===== config.mk =====
export PLATFORM = sky130hd
export DESIGN_NAME = codec_sample_feeder
export DESIGN_NICKNAME = d
export VERILOG_FILES = /design/src/rtl/codec_sample_feeder.sv
export SDC_FILE = /design/constraint.sdc
export NUM_CORES = 1
export LEC_CHECK = 0
export CAP_MARGIN = 20
export CORE_ASPECT_RATIO = 1.25
export CORE_MARGIN = 4
export CORE_UTILIZATION = 50
export DETAILED_ROUTE_END_ITERATION = 16
export PLACE_DENSITY = 0.73
export SYNTH_ARGS = -nofsm -noshare
export SYNTH_HDL_FRONTEND = slang
export SYNTH_SLANG_ARGS = --single-unit

===== constraint.sdc =====
create_clock -name clk -period 9.7 [get_ports clk]
set_clock_uncertainty 0.15 [all_clocks]
set_input_delay 0.97 -clock clk [delete_from_list [all_inputs] [get_ports clk]]
set_output_delay 0.97 -clock clk [all_outputs]
set_load 0.05 [all_outputs]

===== src/rtl/codec_sample_feeder.sv =====
// codec_sample_feeder: buffers stereo PCM pairs and presents one pair to the codec per frame.
// Codec inputs change only in the cycle where the rising edge of pcm_accept makes the codec latch them.
module codec_sample_feeder #(
  parameter int WIDTH = 18,
  parameter int DEPTH = 4,
  parameter bit HOLD_ON_UNDERRUN = 1'b0
) (
  input  logic                     clk,
  input  logic                     reset_n,
  input  logic [WIDTH-1:0]         in_left,
  input  logic [WIDTH-1:0]         in_right,
  input  logic                     in_valid,
  output logic                     in_ready,
  input  logic                     enable,
  input  logic                     pcm_accept,
  output logic [WIDTH-1:0]         pcm_left,
  output logic [WIDTH-1:0]         pcm_right,
  output logic                     underrun,
  output logic [15:0]              underrun_count,
  output logic [$clog2(DEPTH):0]   level
);
  localparam int AW = $clog2(DEPTH);
  logic [2*WIDTH-1:0] mem [DEPTH];
  logic [AW:0] wptr, rptr;
  logic [2*WIDTH-1:0] held, nxt;
  logic accept_q, frame_pulse, empty, full, push, pop;
  assign level = wptr - rptr;
  assign empty = level == '0;
  assign full = level == (AW+1)'(DEPTH);
  assign in_ready = ~full;
  assign push = in_valid & in_ready;
  assign frame_pulse = pcm_accept & ~accept_q;
  assign pop = frame_pulse & enable & ~empty;
  assign underrun = frame_pulse & enable & empty;
  // nxt does not depend on pcm_accept, leaving a single mux on the accept-to-codec path
  always_comb nxt = !enable ? '0 : !empty ? mem[rptr[AW-1:0]] : HOLD_ON_UNDERRUN ? held : '0;
  assign {pcm_left, pcm_right} = frame_pulse ? nxt : held;
  always_ff @(posedge clk or negedge reset_n)
    if (!reset_n) begin
      wptr <= '0;
      rptr <= '0;
      held <= '0;
      accept_q <= 1'b1;
      underrun_count <= '0;
    end else begin
      accept_q <= pcm_accept;
      if (push) wptr <= wptr + 1'b1;
      if (pop) rptr <= rptr + 1'b1;
      if (frame_pulse) held <= nxt;
      if (underrun && !(&underrun_count)) underrun_count <= underrun_count + 1'b1;
    end
  always_ff @(posedge clk)
    if (push) mem[wptr[AW-1:0]] <= {in_left, in_right};
endmodule


==> metrics.txt <==
final WL 14700 µm; row count 50; status finished clean; postcts setup bufs 0; met2 GRT Util 0.297; WP buf/inv 1; Worst Hold Depth 1; first-pass GRT wire length 23800 µm; FF/Latch Area 5800 µm²; grt ovf 0; Async SR Flop Fraction 0.291; crit-path max FO 39; I/O Buffers 97; Pwr Density ~340 nW/µm²; most common library cells after synthesis 144 x edfxtp_1, 58 x dfrtp_1, 36 x a22o_1, 36 x mux4_2, 17 x xor2_1; slowest stage delay, CP 1.03 ns; post-synthesis sequential area ratio 0.750; Final setup viols 0; CP cell instances fa_1, nand2_1, o21ba_2, a22o_1, clkdlybuf4s50_1; Die ar. 17500 µm²; CP Class reg2out; Slew @ Worst Pin 1.07 ns; Synth-to-Final Area Change 24.0%; nets 536; GRT met3 Usage 0.0347; Syn Nets 431; Most Crowded Layer GR met2; period utilization 0.555; Avg WL per Cell 20.7 µm; Arr. time, crit path 4.26 ns; antenna violations before repair 0; Most used DFF post-synth edfxtp_1; Inserted Clock Buffers 21; R2R setup slack 6.01 ns; Die H between 100 and 150 µm; CP required 8.58 ns; setup_tns 0 ns; # H-tree levels 1; Peak VDD IR ~220 µV; Hold Crit Class reg2reg; fill count 1072; Pre-antenna DRT Iters 4; CP Launch Type flop; maxcap violations 0; Distinct cells, synth 35; Rel. slew slack 0.289; Top delay family on crit path compound AO/OA/AOI/OAI gates; CP Capture Type output pin; Hold Slack roughly 0.32 ns; Final GP Congestion 0.752; worst slack, placed ~4.8 ns; Via density between 5 and 6; hold-fix buffer count after cts 0; Cell Count, Final, Fillers Out 710; antenna-violating nets left 0; Worst Reg-to-Reg Cells 4; die width 119 µm; synthesis-stage register bit count 203; Via Count between 3000 and 4000; most common cell in the netlist edfxtp_1; DP Cell Count 672; Yosys top cell area share 0.559; CTS Sinks 203; Pleak 3.45 nW; fin crit period 5.38 ns; Hold Crit Start wptr[2]$_DFFE_PN0N_; largest net degree at the start of global routing 60; core area 15100 µm²; Reg2Reg Launch Point rptr[1]$_DFFE_PN0P_; Mapped Area 7730 µm²; I/O Pins 98; worst reg2reg path endpoint mem[2][12]$_DFFE_PP_; CTS resizes 0; Final Util 0.636; Max clock buf depth 3; Synth area leader edfxtp_1; warning count from the yosys run 0; max frequency 186 MHz; RSZ-0062 raised after global routing false; detailed-route DRC error count 0; Root Driver clkbuf_16; multi-input logic area 1840 µm²; vias in the first global route 4341; Hold EP wptr[2]$_DFFE_PN0N_; ant diodes 0; Final WS setup 4.32 ns; clock slew seen by the registers of the worst setup and hold paths 0.06 ns; cells after synthesis 382; DP HPWL 8320 µm; Skew-Pair Late Insertion Delay 0.49 ns; Slew Limit Fails 0; gr usage total 0.173; CTS tree done; met1 usage 0.224; Slowest-stage cell, CP dfrtp_2; 1st-iter DRT viols 231; top cells by area, synth edfxtp_1 56%, dfrtp_1 19%, mux4_2 10%; EDFF count, synth 144; final hold vios 0; ratio of cells with drive above 1 in the final layout 0.203; syn avg cell area 20.2 µm²; Initial Util 0.513
## registers in the layout, summed over array words and instances, names as in the netlist
register and flops:
accept_q 1, wptr 3, rptr 3, held 36, mem 144, underrun_count 16
## final cells by class
cell class,instances,area share
Clock inverter,17,0.0155
Clock buffer,21,0.0548
Inverter,5,0.00196
Tap cell,208,0.0271
Sequential cell,203,0.605
Timing Repair Buffer,100,0.103
Multi-Input combinational cell,156,0.192
## kinds of logic (layout without fill, tap and decap cells)
group | Yosys count | after routing | share of synthesized area
DFF | 203 | 203 | 0.750
and+or+nand+nor | 50 | 50 | 0.0455
AOI/OAI and AO/OA | 40 | 40 | 0.0443
muxes | 38 | 38 | 0.108
buffers and inverters | 23 | 143 | 0.0133
xor gates and xnor gates | 20 | 20 | 0.0248
adders and majority gates | 8 | 8 | 0.0139
## placed cells by master, fill, tap and decap left out, types with 4 or more instances in the layout
| master | count |
|---|---|
| a22o_1 | 36 |
| and2_2 | 4 |
| clkbuf_16 | 21 |
| clkdlybuf4s50_1 | 96 |
| clkinv_1 | 4 |
| clkinv_2 | 5 |
| dfrtp_1 | 56 |
| edfxtp_1 | 144 |
| ha_1 | 7 |
| inv_1 | 5 |
| mux4_2 | 36 |
| nand2_1 | 10 |
| nand3_1 | 4 |
| nand4_1 | 6 |
| nor3_2 | 11 |
| xor2_1 | 17 |
## layer usage
layer	vias up	routed length, µm
met5	-	0
met4	0	269
met3	19	850
met2	115	7690
met1	1988	5920
li1	1747	-
## how the worst max path moves through the flow
stage / from / end / slack [ns] / cells past startpoint
6_report: rptr[1]$_DFFE_PN0P_ / pcm_right[2] / 4.32 / 5
5_1_grt: rptr[1]$_DFFE_PN0P_ / pcm_right[2] / 4.12 / 5
4_1_cts: rptr[1]$_DFFE_PN0P_ / pcm_right[16] / 4.26 / 5
3_5_place_dp: pcm_accept / pcm_left[3] / 4.82 / 5
3_3_place_gp: rptr[1]$_DFFE_PN0P_ / pcm_left[17] / 4.85 / 5
2_1_floorplan: wptr[0]$_DFFE_PN0N_ / pcm_left[0] / 6.09 / 8
## through the flow
step / total power [mW] / instance area, µm²
finish: 3.27 / 9590
global route: 3.42 / 9590
CTS: 3.31 / 9590
detailed placement: 2.52 / 8910
global placement: 2.50 / 8910
floorplan: 2.14 / 7730
## where the power goes
part / switching [mW] / internal (mW) / total [mW] / leakage, nW
Clock: 0.326 / 0.452 / 0.778 / 0.326
Sequential: 0.106 / 1.20 / 1.30 / 2.08
Combinational: 0.727 / 0.460 / 1.19 / 1.04
Power figures use the tool's default switching activity.
